--- config.mk ---
export PLATFORM = sky130hd
export DESIGN_NAME = prng_scheduler
export DESIGN_NICKNAME = d
export VERILOG_FILES = /design/src/rtl/prng_sched_pkg.sv /design/src/rtl/rr_arbiter.sv /design/src/rtl/prng_scheduler.sv
export SDC_FILE = /design/constraint.sdc
export NUM_CORES = 1
export LEC_CHECK = 0
export CAP_MARGIN = 20
export CORE_MARGIN = 1
export CORE_UTILIZATION = 40
export CTS_CLUSTER_DIAMETER = 200
export CTS_CLUSTER_SIZE = 12
export DETAILED_ROUTE_END_ITERATION = 8
export PLACE_DENSITY = 0.62
export SLEW_MARGIN = 20
export SYNTH_ARGS = -nofsm -noshare
export SYNTH_HDL_FRONTEND = slang
export SYNTH_SLANG_ARGS = --single-unit
--- constraint.sdc ---
create_clock -name clk -period 4.3 [get_ports clk]
set_clock_uncertainty 0.2 [all_clocks]
set_input_delay 0.43 -clock clk [delete_from_list [all_inputs] [get_ports clk]]
set_output_delay 0.43 -clock clk [all_outputs]
set_load 0.05 [all_outputs]
--- src/rtl/prng_sched_pkg.sv ---
// rtl/prng_sched_pkg.sv - shared state encoding and width helper for prng_scheduler
package prng_sched_pkg;

  typedef enum logic {
    ST_FILL  = 1'b0,
    ST_READY = 1'b1
  } state_t;

  function automatic int clog2(input int value);
    int r;
    r = 0;
    while ((1 << r) < value) r++;
    return r;
  endfunction

endpackage

--- src/rtl/rr_arbiter.sv ---
// rtl/rr_arbiter.sv - combinational round-robin pick starting after ptr
module rr_arbiter
  import prng_sched_pkg::*;
#(
  parameter int N  = 4,
  parameter int PW = (N > 1) ? clog2(N) : 1
) (
  input  logic [N-1:0]  req,
  input  logic [PW-1:0] ptr,
  output logic [N-1:0]  onehot,
  output logic [PW-1:0] idx,
  output logic          any
);

  always_comb begin
    logic [PW-1:0] w_j;
    onehot = '0;
    idx    = '0;
    any    = 1'b0;
    w_j    = '0;
    // Scan ptr+1 .. ptr+N (mod N); the first hit wins.
    for (int k = 1; k <= N; k++) begin
      w_j = PW'((int'(ptr) + k) % N);
      if (!any && req[w_j]) begin
        any         = 1'b1;
        onehot[w_j] = 1'b1;
        idx         = w_j;
      end
    end
  end

endmodule

--- src/rtl/prng_scheduler.sv ---
// rtl/prng_scheduler.sv - packs prng chunks into words and hands each to one requester round-robin
module prng_scheduler
  import prng_sched_pkg::*;
#(
  parameter int NUM_REQ     = 4,
  parameter int OUTPUT_BITS = 2,
  parameter int WORD_BITS   = 8
) (
  input  logic                   clk,
  input  logic                   rst,
  input  logic [OUTPUT_BITS-1:0] prng_random,
  output logic                   prng_entropy,
  input  logic [NUM_REQ-1:0]     ent_in,
  input  logic [NUM_REQ-1:0]     req,
  output logic [NUM_REQ-1:0]     grant,
  output logic                   valid,
  output logic [WORD_BITS-1:0]   word
);

  localparam int CHUNKS = WORD_BITS / OUTPUT_BITS;
  localparam int CNT_W  = clog2(CHUNKS + 1);
  localparam int PW     = (NUM_REQ > 1) ? clog2(NUM_REQ) : 1;

  state_t               r_state, w_state_nxt;
  logic [CNT_W-1:0]     r_cnt, w_cnt_nxt, w_cnt_inc;
  logic [WORD_BITS-1:0] r_buf, w_buf_nxt, w_shift;
  logic [WORD_BITS-1:0] r_word, w_word_nxt;
  logic [NUM_REQ-1:0]   r_grant, w_grant_nxt;
  logic                 r_valid, w_valid_nxt;
  logic [PW-1:0]        r_ptr, w_ptr_nxt;
  logic                 r_ent;
  logic [NUM_REQ-1:0]   w_onehot;
  logic [PW-1:0]        w_idx;
  logic                 w_any;

  rr_arbiter #(.N(NUM_REQ), .PW(PW)) u_arb (
    .req    (req),
    .ptr    (r_ptr),
    .onehot (w_onehot),
    .idx    (w_idx),
    .any    (w_any)
  );

  // Newest chunk enters at the LSBs, so the first chunk ends in the MSBs.
  generate
    if (CHUNKS == 1) begin : g_direct
      assign w_shift = prng_random;
    end else begin : g_shift
      assign w_shift = {r_buf[WORD_BITS-OUTPUT_BITS-1:0], prng_random};
    end
  endgenerate

  assign w_cnt_inc = r_cnt + CNT_W'(1);

  always_comb begin
    w_state_nxt = r_state;
    w_cnt_nxt   = r_cnt;
    w_buf_nxt   = r_buf;
    w_word_nxt  = r_word;
    w_grant_nxt = '0;
    w_valid_nxt = 1'b0;
    w_ptr_nxt   = r_ptr;
    case (r_state)
      ST_FILL: begin
        w_buf_nxt = w_shift;
        w_cnt_nxt = w_cnt_inc;
        if (w_cnt_inc == CNT_W'(CHUNKS)) w_state_nxt = ST_READY;
      end
      ST_READY: begin
        if (w_any) begin
          w_grant_nxt = w_onehot;
          w_valid_nxt = 1'b1;
          w_word_nxt  = r_buf;
          w_ptr_nxt   = w_idx;
          w_cnt_nxt   = '0;
          w_state_nxt = ST_FILL;
        end
      end
      default: w_state_nxt = ST_FILL;
    endcase
  end

  always_ff @(posedge clk or posedge rst) begin
    if (rst) begin
      r_state <= ST_FILL;
      r_cnt   <= '0;
      r_buf   <= '0;
      r_word  <= '0;
      r_grant <= '0;
      r_valid <= 1'b0;
      r_ptr   <= PW'(NUM_REQ - 1);
    end else begin
      r_state <= w_state_nxt;
      r_cnt   <= w_cnt_nxt;
      r_buf   <= w_buf_nxt;
      r_word  <= w_word_nxt;
      r_grant <= w_grant_nxt;
      r_valid <= w_valid_nxt;
      r_ptr   <= w_ptr_nxt;
    end
  end

  always_ff @(posedge clk or posedge rst) begin
    if (rst) r_ent <= 1'b0;
    else     r_ent <= ^ent_in;
  end

  assign prng_entropy = r_ent;
  assign grant        = r_grant;
  assign valid        = r_valid;
  assign word         = r_word;

endmodule
==> run summary, run 1 <==
Outcome - finished clean
CP max FO - 14
Routed Antenna Nets - 0
Synth Cell Area - 1515 µm²
Worst Setup End Kind - register
Std cell rows - 21
Fill count - 309
Starting Density - 43.69%
Post-route insts no fill - 186
Synth unique cells - 30
Register area share after synthesis - 46.41%
WL per Instance - 12.69 µm
RSZ-0062 raised after global routing - false
Area Overhead vs Synth - 22.21%
Ys Warns - 0
Largest net degree at the start of global routing - 29
First-pass GRT wire length - 4.505 mm
Vias in the first global route - 1007
Ports - 26
Drt total wl - 2.361 mm
Total track usage - 13.96%
Vias per cell - 5.129
# Max-Cap Violations - 0
Die H - 63.55 µm
Via count - 954
Final min period - 3397 ps
CTS buffer count - 3
Root buffer cell - clkbuf_8
Worst Path Arrival - 3360 ps
Syn Nets - 138
Mean Syn Cell Area - 13.06 µm²
# clock sinks - 28
CP max stage cell - mux4_1
Post-CTS resize count - 0
Die ar. - 4038 µm²
Die Width - 63.55 µm
Tcrit/Tclk final - 79.01%
Tightest Pin Transition - 614.5 ps
Layout cells sized above 1 - 20.00%
Routability congestion estimate - 0.7766
I/O Buffers - 25
CP startpoint kind - register
WP data required - 4260 ps
DR pass1 iterations - 2
Setup Buffers After CTS - 0
Antenna diode count - 0
CORE AREA - 3468 µm²
Final setup TNS - 0 ps
Setup CP Type - reg -> reg
HP Class - reg -> reg
1st-iter DRT viols - 28
Slowest cell delay on critical path - 800 ps
CTS Buffer Depth - 2
CTS tree - built
Post-DP HPWL - 1.736 mm
Residual DRC count - 0
Final setup viols - 0
CTS H-Tree Depth - 1
CTS clk-pin slew, worst paths - 90 ps
Yosys reg bits - 28
Clk Latency, worst-skew pair - 270 ps
Inst Count DP - 182
NumNets Final - 163
FF-to-FF setup slack - 900 ps
Initial antenna violation count - 0
Post-Synthesis Cells - 116
Cell Chain, Critical Path - inv_1, ha_1, mux4_1, nor4_2, nand2b_4, mux2_2
Total congestion overflow - 0
Fin. max-slew vios - 0
Final Hold Viols - 0
Hold Buf Count CTS - 0
Fmax - 0.2943 GHz
Max-slew headroom - 58.45%
==> cell usage after synthesis <==
cell       instances  area share, %
inv_1             10            2.5
xor2_1             1           0.58
a21oi_1            9            3.0
o21a_1             2           0.99
a22o_1             5            2.9
clkbuf_1           3           0.74
o2bb2ai_1          1           0.58
nor2b_1            1           0.41
mux4_2             1            1.5
o41ai_1            1           0.58
mux4_1             3            5.2
mux2_2            13            9.7
nor4_2             1           0.83
mux2_4             4            4.0
buf_6              1           0.74
nor3_1             1           0.33
dfstp_2            2            3.5
dfrtp_1           26             43
nor4b_1            1           0.58
nor2_1             1           0.25
a221o_1            2            1.3
xnor2_1            3            1.7
buf_12             1            1.3
nand2_1            4           0.99
nand2b_4           1           0.91
mux2i_1            1           0.66
ha_1              10            8.3
o21ai_0            2           0.66
nand3b_1           4            2.0
and2_2             1           0.50
==> registers in the layout, indices dropped and copies added, names as in the netlist <==
name	flops
valid	1
word	8
r_ptr	2
r_buf	8
grant	4
r_state	1
prng_entropy	1
r_cnt	3
==> stage by stage <==
stage	instance area (µm²)	worst slack [ps]	util, %	hold slack [ps]
after floorplan	1515	1362	-	256.1
after global placement	1780	1070	51.33	275.0
after detailed placement	1780	919.1	51.33	278.0
after CTS	1852	895.2	53.39	313.6
after global routing	1852	733.7	53.39	336.3
final	1852	902.6	53.39	309.7
==> critical path, delay by kind of cell, from the launching register on <==
kind	cells	cell delay (ps)
DFF	1	710
and+or+nand+nor	2	640
buffers and inverters	1	160
adders and majority gates	1	420
muxes	2	1160
==> metal layers <==
layer,wire (µm),vias to the layer above,global-route usage (%)
met1,1122,467,18.15
met2,1125,20,22.47
met3,87,4,4.167
li1,-,463,-
met5,0,-,0
met4,26,0,3.693
==> cell families (layout without fill, tap and decap cells) <==
family	count (synthesis)	after routing	synth area share [%]
compound gates	22	22	9.991
xor+xnor	4	4	2.313
fa+ha+maj	10	10	8.258
buf+inv	15	39	5.285
flops	28	28	46.41
mux	22	22	20.97
simple gates	15	15	6.771
==> final timing paths <==
path	startpoint	to	cells past startpoint
setup / recovery	r_ptr[0]	word[3]	6
hold / removal	word[6]	word[6]	1
setup reg to reg	r_ptr[0]	word[3]	6
hold reg to reg	word[6]	word[6]	1
max in group asynchronous	rst	r_ptr[0]	2
min in group asynchronous	rst	r_buf[7]	2
==> placed cells by master (no fill, tap or decap), types with 4 or more instances in the layout <==
cell             synthesis  layout
a22o_1                   5       5
nand2_1                  4       4
ha_1                    10      10
mux2_2                  13      13
nand3b_1                 4       4
mux2_4                   4       4
a21oi_1                  9       9
clkdlybuf4s50_1          0      25
dfrtp_1                 26      26
inv_1                   10       9
==> final cells by class <==
cell class                      instances  area, µm²  share of cell area [%]
Multi-Input combinational cell         73      732.0                   39.53
Sequential cell                        28      703.2                   37.97
Tap cell                               46      57.56                   3.108
Clock buffer                            3      41.29                   2.230
Inverter                               10      37.54                   2.027
Timing Repair Buffer                   25      250.2                   13.51
Clock inverter                          1      30.03                   1.622
Power of run 1 is not shown: default switching activity piles up to over one toggle a cycle in this logic, so the estimate is an artifact.
==> inputs of run 2 (changes only) <==
--- a/config.mk
+++ b/config.mk
@@ -11,7 +11,7 @@
 export CTS_CLUSTER_DIAMETER = 200
 export CTS_CLUSTER_SIZE = 12
 export DETAILED_ROUTE_END_ITERATION = 8
-export PLACE_DENSITY = 0.62
+export PLACE_DENSITY = 0.65
 export SLEW_MARGIN = 20
 export SYNTH_ARGS = -nofsm -noshare
 export SYNTH_HDL_FRONTEND = slang
==> constraint.sdc (replaced) <==
create_clock -name clk -period 3.1 [get_ports clk]
set_clock_uncertainty 0.2 [all_clocks]
set_input_delay 0.31 -clock clk [delete_from_list [all_inputs] [get_ports clk]]
set_output_delay 0.31 -clock clk [all_outputs]
set_load 0.05 [all_outputs]
==> run 2 against run 1 <==
Effect of this change: hold slack worse by 120 ps; register-to-register slack worse by 780 ps; critical endpoint is now word[6]; largest cell class unchanged; sequential share of layout area down 1.0 points; die area is the same.
==> run summary, run 2 (synthesis gave the netlist of run 1 again) <==
Outcome - finished clean
Routed Antenna Nets - 0
CP max stage cell - dfstp_2
Final core utilization - 54.91%
Drt total wl - 2.538 mm
1st-iter DRT viols - 20
Slowest cell delay on critical path - 610 ps
CP max FO - 13
CP startpoint kind - register
Die Width - 63.55 µm
Root buffer cell - clkbuf_8
Total track usage - 13.78%
Power per cell area - 1212 nW/µm²
Post-DP HPWL - 1.857 mm
CP Buf/Inv Count - 1
WL per Instance - 13.15 µm
Die ar. - 4038 µm²
Ports - 26
LEAKAGE - 0.0008283 µW
# Max-Cap Violations - 0
Std cell rows - 21
CTS H-Tree Depth - 1
Vias per cell - 5.166
Area Overhead vs Synth - 25.68%
Worst Slack Setup Final - 122.2 ps
CTS tree - built
Die H - 63.55 µm
Peak VDD IR - 0.4372 mV
Hold Buf Count CTS - 0
Via count - 997
Antenna diode count - 0
CTS clk-pin slew, worst paths - 90 ps
WP data required - 3060 ps
Cell Chain, Critical Path - inv_1, ha_1, mux4_1, nor4_2, nand2b_4, mux2_2
# clock sinks - 28
Commonest non-fill, non-tap cell in the layout - dfrtp_1
Total congestion overflow - 0
Worst Setup End Kind - register
Commonest cells after routing, fill and taps aside - dfrtp_1, clkdlybuf4s50_1, mux2_2, inv_1, ha_1
CTS Buffer Depth - 2
Layout cells sized above 1 - 23.13%
Fin. max-slew vios - 0
Pre-CTS setup slack - 117.7 ps
Final Hold Viols - 0
Setup CP Type - reg -> reg
Clk Latency, worst-skew pair - 270 ps
Setup Buffers After CTS - 0
Vias in the first global route - 991
CTS buffer count - 3
CORE AREA - 3468 µm²
NumNets Final - 170
First-pass GRT wire length - 4.353 mm
Final setup viols - 0
Starting Density - 43.69%
Largest net degree at the start of global routing - 29
Final min period - 2978 ps
Tightest Pin Transition - 539.6 ps
I/O Buffers - 25
Initial antenna violation count - 0
Routability congestion estimate - 0.8759
Hold slack - 189.5 ps
Max-slew headroom - 64.03%
Fmax - 0.3358 GHz
DR pass1 iterations - 4
Post-CTS resize count - 0
HP Class - in -> async
Worst Path Arrival - 2940 ps
Residual DRC count - 0
Total power - 2307 µW
Delay-heaviest family, CP - multiplexers
Tcrit/Tclk final - 96.06%
## run 2: changes by cell type in the layout (fill, tap and decap cells not counted)
| cell | previous run | this run |
|---|---|---|
| buf_4 | 0 | 7 |
| inv_2 | 1 | 0 |
| inv_1 | 9 | 10 |
## run 2: metal layers
layer	global-route usage, %	wire length, µm	vias up	share of wire, %
met5	0	0	-	0
met4	7.670	34	0	1.3
met3	1.812	77	2	3.0
met2	22.61	1309	23	52
met1	17.36	1117	494	44
li1	-	-	478	-
## run 2: power breakdown
part	total [µW]	internal, µW	leakage, µW	switching [µW]
clock	281	173	0.0000357	108
sequential	667	551	0.000337	116
combinational	1360	625	0.000456	734
## run 2: final timing paths
kind	from	endpoint	slack, ps	depth (start not counted)
max in group asynchronous	rst	r_ptr[0]	2210	3
worst max-delay path	r_ptr[1]	word[6]	120	6
min in group clk	r_cnt[2]	r_cnt[2]	300	1
worst min-delay path	rst	valid	190	3
worst max register to register	r_ptr[1]	word[6]	120	6
worst min register to register	r_cnt[2]	r_cnt[2]	300	1
## run 2: through the flow
stage / cells / setup TNS (ps) / instance area, µm²
CTS: 191 / 0 / 1889
global route: 193 / -0.1692 / 1904
global placement: 187 / 0 / 1818
floorplan: 116 / 0 / 1515
finish: 193 / 0 / 1904
detailed placement: 187 / 0 / 1818
## run 2: area by class of cell
cell class | instances | area (µm²)
Tap cell | 46 | 57.56
Sequential cell | 28 | 703.2
Fill cell | 288 | 1564
Timing Repair Buffer | 32 | 302.8
Clock buffer | 3 | 41.29
Multi-Input combinational cell | 73 | 732.0
Clock inverter | 1 | 30.03
Inverter | 10 | 37.54
## run 2: tightest hold or removal path: cells and delay by family
kind | cells | cell delay (ps)
buffers and inverters | 3 | 760
No activity file was read; power rests on OpenSTA's default activity.
==> inputs of run 3 (changes only) <==
--- a/config.mk
+++ b/config.mk
@@ -5,7 +5,7 @@
 export SDC_FILE = /design/constraint.sdc
 export NUM_CORES = 1
 export LEC_CHECK = 0
-export CAP_MARGIN = 20
+export CAP_MARGIN = 10
 export CORE_MARGIN = 1
 export CORE_UTILIZATION = 40
 export CTS_CLUSTER_DIAMETER = 200
==> results of run 3 <==
The final DEF is identical to that of run 2; final timing and power are the same.
==> variant 1, RTL diff (config.mk and constraints of run 3) <==
Change the parameter `NUM_REQ` from 4 to 5.
--- a/src/rtl/prng_scheduler.sv
+++ b/src/rtl/prng_scheduler.sv
@@ -2,7 +2,7 @@
 module prng_scheduler
   import prng_sched_pkg::*;
 #(
-  parameter int NUM_REQ     = 4,
+  parameter int NUM_REQ     = 5,
   parameter int OUTPUT_BITS = 2,
   parameter int WORD_BITS   = 8
 ) (
Ports: changed (resized ent_in, grant and req); port bits go from 26 to 29. The function was not compared with the original's and may differ.
==> variant 1 against run 3 <==
  * Area after synthesis grew 120%
  * Count of clock-buffer cells in the layout grew 2
  * Worst setup slack lost 1500 ps
  * The flow now finishes with violations (negative setup slack)
  * Largest cell class unchanged
  * Highest routed layer unchanged
  * Wire length grew to 4.2 times the old value
  * Core utilization grew 8.8 points
  * Critical path type unchanged
  * Critical endpoint is now r_ptr[0]
  * Sequential cell count grew 2
  * Cell area grew to 2.7 times the old value
Power is left out: the tool's default activity adds up to more than one toggle a clock period on the data nets, which glitch-free logic cannot reach.
==> variant 1: results (changes against run 3) <==
status - finished, violations left (was completed)
violations in the final reports - negative setup slack
first-pass GRT wire length - 16600 µm (was 4350 µm)
GP Congestion - 0.921 (was 0.876)
vias in the first global route - 3462 (was 991)
top routing layer used - met4 (unchanged)
setup violators final - 21 (was 0)
Crit-path slowest cell - a211o_2 (was dfstp_2)
Least-Margin Pin Slew - 849 ps (was 540 ps)
CP Data Arrival Time - 4440 ps (was 2940 ps)
pin count of the biggest net entering global routing - 33 (was 29)
initial antenna violation count - 0 (unchanged)
TritonRoute pass-1 iters - 4 (unchanged)
Hold Path Class - input pin to asynchronous set/reset pin (unchanged)
metal2 WL - 5120 µm (was 1310 µm)
Wirelength per Cell - 17.0 µm (was 13.2 µm)
final setup margin - -1400 ps (was 122 ps)
setup_tns - -27360 ps (was 0 ps)
FF-to-FF Start - r_ptr[0] (was r_ptr[1])
metal1 wirelength - 4900 µm (was 1120 µm)
Yosys warning count - 0 (unchanged)
CTS root buf - clkbuf_8 (unchanged)
gr usage total - 0.242 (was 0.138)
top post-synthesis cells by area - dfrtp_1, ha_1, mux2_2 (was dfrtp_1, mux2_2, ha_1)
Reg2Reg Depth - 21 (was 6)
CP max FO - 6 (was 13)
DRT iter0 DRCs - 188 (was 20)
layout cells sized above 1 - 0.462 (was 0.231)
Diodes inserted - 0 (unchanged)
H-Tree Depth - 2 (was 1)
total CTS buffers - 5 (was 3)
Area after DPL - 0.00472 mm² (was 0.00182 mm²)
Critical R2R Capture - r_ptr[0] (was word[6])
ys async rst share - 1.00 (unchanged)
Worst-path clk slew - 70 ps (was 90 ps)
met3 wire length - 364 µm (was 77 µm)
crit-path max cell delay - 400 ps (was 610 ps)
DP Wirelength - 8030 µm (was 1860 µm)
vias per std cell - 5.49 (was 5.17)
Die Area - 0.00877 mm² (was 0.00404 mm²)
pre-CTS setup slack - -1490 ps (was 118 ps)
Seq/Total Area, Yosys - 0.224 (was 0.464)
Final nets - 567 (was 170)
synth cell count leaders - dfrtp_1, ha_1, inv_1 (was dfrtp_1, mux2_2, ha_1, inv_1, a21oi_1)
syn nets - 414 (was 138)
Synth cell types - 88 (was 30)
port bufs - 28 (was 25)
variant 1: changes by cell type after synthesis, sizes merged, moves of 12 or more:
cell	before	now
buf	2	15
ha	10	29
inv	10	30
nand2	4	23
nand3	0	13
nor2	1	20
o21ai	2	19
xnor2	3	15
variant 1: worst max-delay path by stage:
stage | start | endpoint | slack [ps]
detailed placement | r_ptr[2] | word[6] | -1490
CTS | r_ptr[0] | r_ptr[1] | -1310
global placement | r_ptr[2] | r_ptr[0] | -1470
global route | r_ptr[0] | word[4] | -1510
floorplan | r_ptr[0] | r_ptr[1] | -1490
finish | r_ptr[0] | r_ptr[0] | -1400
variant 1: final cells by class:
cell class	instances	area, µm²
Clock inverter	3	40.0
Tap cell	105	131
Timing Repair Buffer	164	1370
Clock buffer	5	68.8
Fill cell	665	2970
Inverter	31	130
Sequential cell	30	753
Multi-Input combinational cell	291	2720
variant 1: metrics by stage:
step,cells,hold slack [ps]
6_report,629,201
5_1_grt,629,251
4_1_cts,619,215
3_5_place_dp,602,289
3_3_place_gp,602,272
2_1_floorplan,370,200
variant 1: cells by family after synthesis:
kind of cell	Yosys count	synth area share
multiplexers	25	0.0867
buffers and inverters	50	0.0741
AND/OR/NAND/NOR	119	0.208
flip-flops	30	0.224
XOR/XNOR	15	0.0491
AO/OA/AOI/OAI	100	0.241
adder cells (fa/ha/maj)	31	0.117
variant 1: timing repair:
item,CTS,global route
buffers inserted,8,9
pin swaps,5,8
endpoints found under the setup margin,21,21
hold endpoints to repair,0,0
gates resized for setup,18,26
cloned,1,1
variant 1: metal layers:
| metal | vias up | track usage |
|---|---|---|
| met3 | 26 | 0.0291 |
| met5 | - | 0 |
| met1 | 1662 | 0.326 |
| li1 | 1670 | - |
| met2 | 96 | 0.407 |
| met4 | 0 | 0.0667 |
variant 1: critical path, delay by kind of cell (launching register included):
kind / cells / cell delay (ps)
compound gates: 6 / 1170
simple gates: 5 / 1080
buf+inv: 6 / 830
fa+ha+maj: 3 / 500
flops: 1 / 390
xor+xnor: 1 / 190
==> variant 2, RTL diff (config.mk and constraints of run 3) <==
Made on the original files. Reset style: synchronous (`rst`), changed in 2 clocked blocks.
--- a/src/rtl/prng_scheduler.sv
+++ b/src/rtl/prng_scheduler.sv
@@ -80,7 +80,7 @@
     endcase
   end
 
-  always_ff @(posedge clk or posedge rst) begin
+  always_ff @(posedge clk) begin
     if (rst) begin
       r_state <= ST_FILL;
       r_cnt   <= '0;
@@ -100,7 +100,7 @@
     end
   end
 
-  always_ff @(posedge clk or posedge rst) begin
+  always_ff @(posedge clk) begin
     if (rst) r_ent <= 1'b0;
     else     r_ent <= ^ent_in;
   end
Function: differs if rst is asserted again (counterexample within 4 cycles, from zero or initial values and one cycle with rst high); with rst held inactive, the same outputs for 10 cycles.
==> variant 2 against run 3 <==
  * First-iteration DRC count rose by 10%
  * Fmax up 14%
  * Worst setup slack better by 370 ps
  * Cell area is 8.9% lower
  * Synthesized cell count up 30%
  * Hold slack gained 75 ps
  * Non-clock buffer count shrank 4
  * Wire length is the same
  * Area after synthesis down 6.9%
  * Sequential cell count stayed put
Power is not compared: it rests on default switching activity, and its combinational part moved more than twofold at a synthesized area within 25%.
==> variant 2: results (changes against run 3) <==
status - completed (unchanged)
synth cell count leaders - dfxtp_1, a21oi_1, nand2_1, nor2_1, mux2i_1 (was dfrtp_1, mux2_2, ha_1, inv_1, a21oi_1)
Adder-Cell Fraction of Synth Area - 0.0887 (was 0.0826)
CTS root buf - clkbuf_4 (was clkbuf_8)
xor/xnor share of the synthesized area - 0.0248 (was 0.0231)
Area after DPL - 0.00170 mm² (was 0.00182 mm²)
vias in the first global route - 904 (was 991)
DRT iter0 DRCs - 22 (was 20)
vias per std cell - 4.95 (was 5.17)
mux contribution to synthesized area - 0.148 (was 0.210)
Critical R2R Capture - r_ptr[1] (was word[6])
R2R setup slack - 500 ps (was 120 ps)
CP max FO - 9 (was 13)
crit-path max cell delay - 630 ps (was 610 ps)
crit path from - r_ptr[1] (unchanged)
first-pass GRT wire length - 4100 µm (was 4350 µm)
Mapped Cells - 151 (was 116)
CP Data Arrival Time - 2660 ps (was 2940 ps)
syn nets - 173 (was 138)
Worst-path clk slew - 140 ps (was 90 ps)
ys async rst share - 0 (was 1.00)
fill count - 341 (was 288)
GP Congestion - 0.743 (was 0.876)
Post-Place Cells - 218 (was 187)
FF-to-FF Start - r_ptr[1] (unchanged)
Hold Path Class - register to register (was input pin to asynchronous set/reset pin)
DP Wirelength - 1850 µm (was 1860 µm)
Fin Hold WS - 264 ps (was 190 ps)
Least-Margin Pin Slew - 572 ps (was 540 ps)
pre-CTS setup slack - 538 ps (was 118 ps)
Final nets - 199 (was 170)
layout cells sized above 1 - 0.0909 (was 0.231)
==> variant 2: changes by cell type in the layout (fill, tap and decap cells not counted), sizes merged, moves of 8 or more <==
cell and change:
nand2 +13, a21oi +8, mux2 -16, nor2 +16, dfrtp -26, mux2i +12
dfxtp +28
==> variant 2: final cells by class <==
| cell class | instances | area (µm²) | area share |
|---|---|---|---|
| clock buffers | 4 | 36.3 | 0.0209 |
| inverters | 6 | 22.5 | 0.0130 |
| multi-input cells | 110 | 786 | 0.453 |
| flip-flops and latches | 28 | 561 | 0.323 |
| well taps | 46 | 57.6 | 0.0332 |
| repair buffers | 28 | 273 | 0.157 |
==> variant 2: report_power, final <==
group	total [mW]	internal [mW]	switching [mW]
clock network	0.174	0.0719	0.102
logic	0.169	0.0781	0.0911
registers	0.389	0.377	0.0125
total	0.732	0.527	0.205
==> variant 2: metal layers <==
metal,track usage,share of wire,vias to the layer above
li1,-,-,568
met1,0.193,0.47,508
met2,0.239,0.49,19
met3,0.0378,0.034,5
met4,0.0476,0.011,0
met5,0,0,-
